`src/rtl/bullet_pkg.sv`:
```
// Shared defaults and the free-slot search used by the bullet pool.
package bullet_pkg;

  localparam int COORD_W_DEF  = 10;
  localparam int STEP_DEF     = 4;
  localparam int SPRITE_H_DEF = 16;
  localparam int MAX_SLOTS    = 16;

  typedef struct packed {
    logic       valid;
    logic [3:0] idx;
  } free_t;

  // Unused upper slots must be passed in as 1 so they never look free.
  function automatic free_t lowest_free(input logic [MAX_SLOTS-1:0] act);
    free_t r;
    r.valid = 1'b0;
    r.idx   = 4'd0;
    for (int i = MAX_SLOTS - 1; i >= 0; i--) begin
      if (!act[i]) begin
        r.valid = 1'b1;
        r.idx   = 4'(i);
      end
    end
    return r;
  endfunction

endpackage

```
`src/rtl/bullet_slot.sv`:
```
// One bullet: live flag plus position, with launch, upward move and hit retire.
module bullet_slot
  import bullet_pkg::*;
#(
  parameter int COORD_W   = COORD_W_DEF,
  parameter int STEP      = STEP_DEF,
  parameter int TOP_LIMIT = 0
) (
  input  logic               clk_i,
  input  logic               rst_i,
  input  logic               launch_i,
  input  logic               move_i,
  input  logic               hit_i,
  input  logic [COORD_W-1:0] h_load_i,
  input  logic [COORD_W-1:0] v_load_i,
  output logic               active_o,
  output logic [COORD_W-1:0] h_o,
  output logic [COORD_W-1:0] v_o
);

  localparam logic [COORD_W:0]   RETIRE_BELOW = (COORD_W+1)'(TOP_LIMIT + STEP);
  localparam logic [COORD_W-1:0] STEP_V       = COORD_W'(STEP);

  logic               active_q, active_d;
  logic [COORD_W-1:0] h_q, h_d, v_q, v_d;

  // Hit wins over movement; launch only ever targets an idle slot.
  always_comb begin
    active_d = active_q;
    h_d      = h_q;
    v_d      = v_q;
    if (hit_i && active_q) begin
      active_d = 1'b0;
    end else if (launch_i) begin
      active_d = 1'b1;
      h_d      = h_load_i;
      v_d      = v_load_i;
    end else if (move_i && active_q) begin
      if ({1'b0, v_q} < RETIRE_BELOW) active_d = 1'b0;
      else                            v_d      = v_q - STEP_V;
    end
  end

  always_ff @(posedge clk_i) begin
    if (rst_i) begin
      active_q <= 1'b0;
      h_q      <= '0;
      v_q      <= '0;
    end else begin
      active_q <= active_d;
      h_q      <= h_d;
      v_q      <= v_d;
    end
  end

  assign active_o = active_q;
  assign h_o      = h_q;
  assign v_o      = v_q;

endmodule

```
`src/rtl/bullet_pool.sv`:
```
// Player bullet manager: fire request, launch cooldown, lowest-free allocation
// and packing of the per-slot positions.
module bullet_pool
  import bullet_pkg::*;
#(
  parameter int N_BULLETS = 5,
  parameter int COORD_W   = COORD_W_DEF,
  parameter int STEP      = STEP_DEF,
  parameter int TOP_LIMIT = 0,
  parameter int SPRITE_H  = SPRITE_H_DEF,
  parameter int H_OFS     = 8,
  parameter int COOLDOWN  = 8
) (
  input  logic                           clk_i,
  input  logic                           rst_i,
  input  logic                           tick_i,
  input  logic                           fire_i,
  input  logic                           auto_mode_i,
  input  logic [COORD_W-1:0]             h_plane_i,
  input  logic [COORD_W-1:0]             v_plane_i,
  input  logic [N_BULLETS-1:0]           hit_i,
  output logic [N_BULLETS-1:0]           active_o,
  output logic [N_BULLETS*COORD_W-1:0]   h_bullet_o,
  output logic [N_BULLETS*COORD_W-1:0]   v_bullet_o,
  output logic                           fire_ack_o,
  output logic                           pool_full_o
);

  localparam int                 CD_W      = (COOLDOWN > 0) ? $clog2(COOLDOWN + 1) : 1;
  localparam logic [CD_W-1:0]    CD_LOAD   = CD_W'(COOLDOWN);
  localparam logic [COORD_W:0]   SPAWN_MIN = (COORD_W+1)'(TOP_LIMIT + SPRITE_H);

  logic                 fire_q, armed_q, pend_q, pend_d;
  logic                 fire_ack_q, pool_full_q;
  logic [CD_W-1:0]      cd_q, cd_d;
  logic                 edge_fire, pend_eff, launch;
  logic [MAX_SLOTS-1:0] act_pad;
  free_t                free;
  logic [COORD_W-1:0]   h_spawn, v_spawn;
  logic [N_BULLETS-1:0] active;

  // armed_q blocks a press that was already held through reset from
  // counting as a new edge; the key must be released first.
  assign edge_fire = fire_i & ~fire_q & armed_q;
  assign pend_eff  = auto_mode_i ? fire_i : (pend_q | edge_fire);
  assign pend_d    = tick_i ? 1'b0 : (pend_q | edge_fire);

  always_comb begin
    act_pad                = '1;
    act_pad[N_BULLETS-1:0] = active;
    free                   = lowest_free(act_pad);
  end

  assign launch  = tick_i & pend_eff & (cd_q == '0) & free.valid;
  assign h_spawn = h_plane_i + COORD_W'(H_OFS);
  assign v_spawn = ({1'b0, v_plane_i} < SPAWN_MIN) ? COORD_W'(TOP_LIMIT)
                                                   : v_plane_i - COORD_W'(SPRITE_H);

  always_comb begin
    cd_d = cd_q;
    if (tick_i) begin
      if (launch)           cd_d = CD_LOAD;
      else if (cd_q != '0)  cd_d = cd_q - 1'b1;
    end
  end

  always_ff @(posedge clk_i) begin
    if (rst_i) begin
      fire_q      <= 1'b0;
      armed_q     <= ~fire_i;
      pend_q      <= 1'b0;
      cd_q        <= '0;
      fire_ack_q  <= 1'b0;
      pool_full_q <= 1'b0;
    end else begin
      fire_q      <= fire_i;
      armed_q     <= armed_q | ~fire_i;
      pend_q      <= pend_d;
      cd_q        <= cd_d;
      fire_ack_q  <= launch;
      pool_full_q <= &active;
    end
  end

  for (genvar i = 0; i < N_BULLETS; i++) begin : g_slot
    bullet_slot #(
      .COORD_W  (COORD_W),
      .STEP     (STEP),
      .TOP_LIMIT(TOP_LIMIT)
    ) u_slot (
      .clk_i    (clk_i),
      .rst_i    (rst_i),
      .launch_i (launch && (free.idx == 4'(i))),
      .move_i   (tick_i),
      .hit_i    (hit_i[i]),
      .h_load_i (h_spawn),
      .v_load_i (v_spawn),
      .active_o (active[i]),
      .h_o      (h_bullet_o[i*COORD_W +: COORD_W]),
      .v_o      (v_bullet_o[i*COORD_W +: COORD_W])
    );
  end

  assign active_o    = active;
  assign fire_ack_o  = fire_ack_q;
  assign pool_full_o = pool_full_q;

endmodule
```
`config.mk`:
```
export PLATFORM = sky130hd
export DESIGN_NAME = bullet_pool
export DESIGN_NICKNAME = d
export VERILOG_FILES = /design/src/rtl/bullet_pkg.sv /design/src/rtl/bullet_slot.sv /design/src/rtl/bullet_pool.sv
export SDC_FILE = /design/constraint.sdc
export NUM_CORES = 1
export LEC_CHECK = 0
export BUFFER_PORTS_ARGS = -buffer_cell sky130_fd_sc_hd__buf_2
export CORE_MARGIN = 3
export CORE_UTILIZATION = 55
export CTS_BUF_LIST = sky130_fd_sc_hd__clkbuf_4 sky130_fd_sc_hd__clkbuf_8
export CTS_CLUSTER_DIAMETER = 200
export CTS_CLUSTER_SIZE = 12
export DETAILED_ROUTE_END_ITERATION = 10
export PLACE_DENSITY = 0.93
export SKIP_CTS_REPAIR_TIMING = 1
export SLEW_MARGIN = 20
export SYNTH_ARGS = -nofsm -noshare
export SYNTH_HDL_FRONTEND = slang
export SYNTH_SLANG_ARGS = --single-unit
```
`constraint.sdc`:
```
create_clock -name clk_i -period 5.3 [get_ports clk_i]
set_input_delay 1.59 -clock clk_i [delete_from_list [all_inputs] [get_ports clk_i]]
set_output_delay 1.59 -clock clk_i [all_outputs]
set_load 0.03 [all_outputs]
```
Word level (Yosys, flattened, before mapping). Cells that the tools add are included.

Order comparisons: 6. Equal/unequal tests: 9. Bitwise gates (word level): 14. Reductions and logical operators: 52. $add $sub $neg: 8. Multiplexer cells: 40.

Operator list (number): $mux W10 (16); $lt A10 B3 Y1 const B (5); $sub A10 B3 Y10 const B (5); $mux W5 (5); $reduce_and A2 Y1 (11); $reduce_bool A2 Y1 (11); $mux W1 (17); $logic_and A1 B1 Y1 (15); $reduce_and A3 Y1 (5); $reduce_or A2 Y1 (6); $add A10 B4 Y10 const B (1); $lt A10 B5 Y1 const B (1); $ne A2 B1 Y1 const B (5); $sub A10 B5 Y10 const B (1); $eq A4 B2 Y1 const B (2); $logic_not A4 Y1 (2); $mux W4 (2); $not A1 Y1 (7); $and A1 B1 Y1 (5); $reduce_and A5 Y1 (1); $eq A4 B1 Y1 const B (1); $eq A4 B3 Y1 const B (1); $reduce_bool A4 Y1 (1); $sub A4 B1 Y4 const B (1); $or A1 B1 Y1 (2).

Logic and storage cells: 150. Flip-flop bits (word level): 114. Output and inout bits: 107. Bits of input ports: 30.

Longest topological paths before layout.
Depth in word-level cells: 11. Gate-level depth with buffers: 9. Mapped depth without buffers: 7.

By module. Synthesis repeated with hierarchy kept, for this count alone.

Cells, all modules: 735. Area total of the unflattened synthesis: 5988.2 um^2.

By module, submodules not included: bullet_slot (area an instance 1053.5 um^2, seq. area each 420.4 um^2, instances 5, cells an instance 129); bullet_pool (area an instance 720.7 um^2, seq. area each 180.2 um^2, instances 1, cells an instance 90).

Worst setup path after synthesis. Ideal clock, no wire load.

Path kind: input to register. From: input v_plane_i[4]. To: register g_slot[2].u_slot.v_q[5]. Required time: 5.183 ns. Stages on the path: 7. Path slack: 2.050 ns. Path buffers: 0. Arrival time: 3.133 ns. Cell sequence: inv_1 ha_1 or4b_2 nor2_1 nor2_1 a22o_2 a32o_1.

Cells in the longest elaborated chain, start to end: 3.

Ends and longest elaborated chain: start: declaration (line bullet_pool.sv:20) `input logic [COORD_W-1:0] v_plane_i,`; $sub A10 B5 Y10 / $lt A10 B5 Y1 (equally long branches) (line bullet_pool.sv:57, bullet_pool.sv:56); $mux W10 * (line bullet_pool.sv:56) `assign v_spawn = ({1'b0, v_plane_i} < SPAWN_MIN) ? COORD_W'(TOP_LIMIT)`; $mux W10 * (line bullet_slot.sv:34) `end else if (launch_i) begin`; end signal: assignment (line bullet_slot.sv:52) `v_q <= v_d;`; end: declaration (line bullet_slot.sv:25) `logic [COORD_W-1:0] h_q, h_d, v_q, v_d;`.

Every way passes the cells marked *; elsewhere a longest branch is shown, timed or not. A chain may end at the register's enable or synchronous reset.

Worst setup path in the final report.
From: input tick_i. To: register g_slot[2].u_slot.v_q[3].

Cells in the longest elaborated chain, start to end: 6.

Ends and longest elaborated chain: start: declaration (line bullet_pool.sv:16) `input logic tick_i,`; $and A1 B1 Y1 (3 in a row) (line bullet_pool.sv:54) `assign launch = tick_i & pend_eff & (cd_q == '0) & free.valid;`; $logic_and A1 B1 Y1 (line bullet_pool.sv:93) `.launch_i (launch && (free.idx == 4'(i))),`; $ne A2 B1 Y1 (no line) / $reduce_bool A2 Y1 (equally long branches); $reduce_and A3 Y1 (no line).

Parallel ways exist; a longest one is shown, timed or not.

==> summary.txt <==
Outcome
  – Status: finished, final reports clean

Routing
  – Via density: 5.927
  – Residual DRC: 0
  – DR iter-0 viols: 376
  – Drt first pass iters: 5
  – Drt total wl: 15.70 mm
  – Antenna Nets Post-Route: 0
  – Vias: 5281
  – Wire length per cell: 17.62 um

Floorplan
  – Die height: 103.4 um
  – Core Box Area: 0.008976 mm2
  – Initial Util: 0.5818
  – Die width: 103.4 um
  – Top-Level Pins: 137
  – Row count: 34
  – Die area: 0.01070 mm2

Final layout
  – Register area: 0.002282 mm2
  – # diodes: 0
  – P&R area growth vs syn: 20.84%
  – Multi-input logic area: 0.002673 mm2
  – Fillcell total: 708
  – Fin nets: 790
  – Layout cells sized above 1: 0.2536
  – Final Cell Area: 0.006311 mm2

Yosys
  – Most frequent cell after synthesis: dfxtp_1
  – Post-synth ARST share: 0
  – Synthesized net count: 670
  – Syn_area_per_cell: 8.263 um2
  – Synth Flop Type: dfxtp_1
  – Synth top area cells: dfxtp_1 44%, a211oi_1 7.0%, nor2_1 5.8%
  – Post-synth top cells: 114 x dfxtp_1, 81 x nor2_1, 76 x nand2_1
  – Seq/Total Area, Yosys: 0.4370
  – Post-Synthesis Cells: 632
  – Mapped Area: 0.005223 mm2
  – Post-synthesis register bit count: 114
  – Post-synth EDFFs: 0
  – Synth area leader: dfxtp_1
  – Synth unique cells: 63
  – Synth warn: 0
  – Synth top area share: 0.4370

Placement
  – DP HPWL: 10.81 mm
  – PortBufs: 136
  – GP Congestion: 0.8960
  – Pre-CTS setup slack: 1528 ps
  – Placed inst area: 0.005922 mm2

GRT
  – Vias in the first global route: 4929
  – Grt ovf: 0
  – First-pass GRT wire length: 24.47 mm
  – GRT Total Usage: 0.2966
  – Largest net degree at the start of global routing: 39
  – Initial antenna violation count: 1

STA
  – Slew Viols, Final: 0
  – Fmax: 312.7 MHz
  – Worst Skew: 13.12 ps
  – Endpoints failing hold: 0
  – Post-route setup TNS: 0 ps
  – Final period util: 0.6033
  – RSZ-0062 raised after global routing: no
  – Final setup margin: 2102 ps
  – Worst-Margin Slew: 1205 ps
  – Minimum clock period: 3198 ps
  – Setup-failing EPs final: 0
  – Max_slew headroom: 0.1883

Power and ir drop
  – Flop pwr share: 0.435
  – Leakage power: 2.577 nW
  – Switch Pwr: 0.7745 mW
  – Part of the power in combinational logic: 0.220
  – Power Internal: 1.462 mW
  – Max VDD drop: 0.0002866 V
  – Pwr/cell area: 354.5 mW/mm2
  – Net Sw Frac: 0.3462
  – Clock power share: 0.345

Critical path
  – CP max FO: 20
  – Setup crit start kind: input pin
  – Worst setup path class: input pin to flop
  – Worst Path Arrival: 3490 ps
  – WP data required: 5590 ps
  – Crit path capture type: flop

Clock tree
  – Number of buffers created by CTS: 17
  – Clock sinks: 114
  – Worst skew pair latency: 430 ps
  – Worst-path clk slew: 80 ps
  – TritonCTS clock tree: built
  – CTS Buffer Depth: 2
  – H-tree lvl count: 4
  – Root Buffer: clkbuf_8

Flow run
  – Max Cap Viol: 0

Min path
  – Min-delay worst type: flop to flop
==> through the flow <==
step	instances	hold WS [ps]	total power [mW]	utilization
floorplan	632	440.8	1.330	-
global placement	858	435.4	1.447	0.6597
detailed placement	858	444.0	1.470	0.6597
CTS	890	454.5	2.229	0.7016
global route	891	485.3	2.337	0.7031
finish	891	453.8	2.237	0.7031
==> logic make-up (layout without fill, tap and decap cells) <==
kind of cell,count (synthesis),after routing,share of synthesized area
XOR/XNOR,30,30,0.05031
AO/OA/AOI/OAI,159,159,0.2032
multiplexers,4,4,0.008146
buffers and inverters,65,198,0.05343
AND/OR/NAND/NOR,252,252,0.2288
flip-flops,114,114,0.4370
adder cells (fa/ha/maj),8,8,0.01917
==> layout make-up <==
class | count | area share
timing repair buffer | 144 | 0.1174
clock inverter | 14 | 0.02022
multi-input combinational | 453 | 0.4235
tap | 126 | 0.02498
clock buffer | 18 | 0.03925
inverter | 22 | 0.01308
sequential | 114 | 0.3616
==> cell usage in the layout (no fill, tap or decap), types with 3 or more instances in the layout <==
cell type   synthesis  routed
a211oi_1           49      49
a21oi_1            56      56
and3_1              3       3
and3b_1             4       4
buf_2               7     136
buf_4               5       8
clkbuf_8            0      18
clkinv_2            0       3
clkinvlp_4          0       4
dfxtp_1           114     114
ha_1                8       8
inv_1              22      22
inv_6               0       4
nand2_1            76      76
nand2b_1            3       3
nand3_1            21      21
nand3b_1            4       4
nand4_1             5       5
nand4b_1            3       3
nor2_1             81      81
nor2b_1             3       3
nor3_1             23      22
nor3b_1             3       3
nor4_1              3       3
o211ai_1            8       8
o21ai_0            16      16
o31ai_1             5       5
or2_2               3       3
or3_1               4       4
or4_1               3       3
xnor2_1            16      16
xor2_1             14      14
==> power groups by stage <==
| stage | Clock, mW | Sequential [mW] | Combinational (mW) |
|---|---|---|---|
| after global placement | 0 | 0.986 | 0.461 |
| after floorplan | 0 | 1.07 | 0.260 |
| after detailed placement | 0 | 0.989 | 0.481 |
| final | 0.772 | 0.974 | 0.491 |
| after global routing | 0.819 | 0.981 | 0.537 |
| after CTS | 0.774 | 0.970 | 0.485 |
==> final timing paths <==
check                          start                       to  slack [ps]  depth (start not counted)
min          g_slot[0].u_slot.h_o[2]  g_slot[0].u_slot.h_o[2]         450                          2
max reg2reg  g_slot[2].u_slot.v_o[2]  g_slot[2].u_slot.v_o[3]        2950                          7
min reg2reg  g_slot[0].u_slot.h_o[2]  g_slot[0].u_slot.h_o[2]         450                          2
max                           tick_i  g_slot[2].u_slot.v_o[3]        2100                          7
==> metal layers <==
metal  global-route usage  wire length, um  vias up
met5                    0               13        -
met4               0.1125              370        2
met3               0.1080             1728       47
met2               0.4873             7549      279
met1               0.3549             6036     2480
li1                     -                -     2473
==> worst max-delay path, stage by stage <==
cell and delay (ps):
buf_2 320, and4bb_2 340, o211a_1 520, buf_4 360, nand2_1 90, a21oi_1 190, a211oi_1 70
==> registers in the layout (all words and copies together) (netlist names) <==
register / count
pend_q: 1
cd_q: 4
fire_ack_o: 1
g_slot.u_slot.v_o: 50
fire_q: 1
pool_full_o: 1
armed_q: 1
g_slot.u_slot.h_o: 50
g_slot.u_slot.active_o: 5
Power figures use the tool's default switching activity.
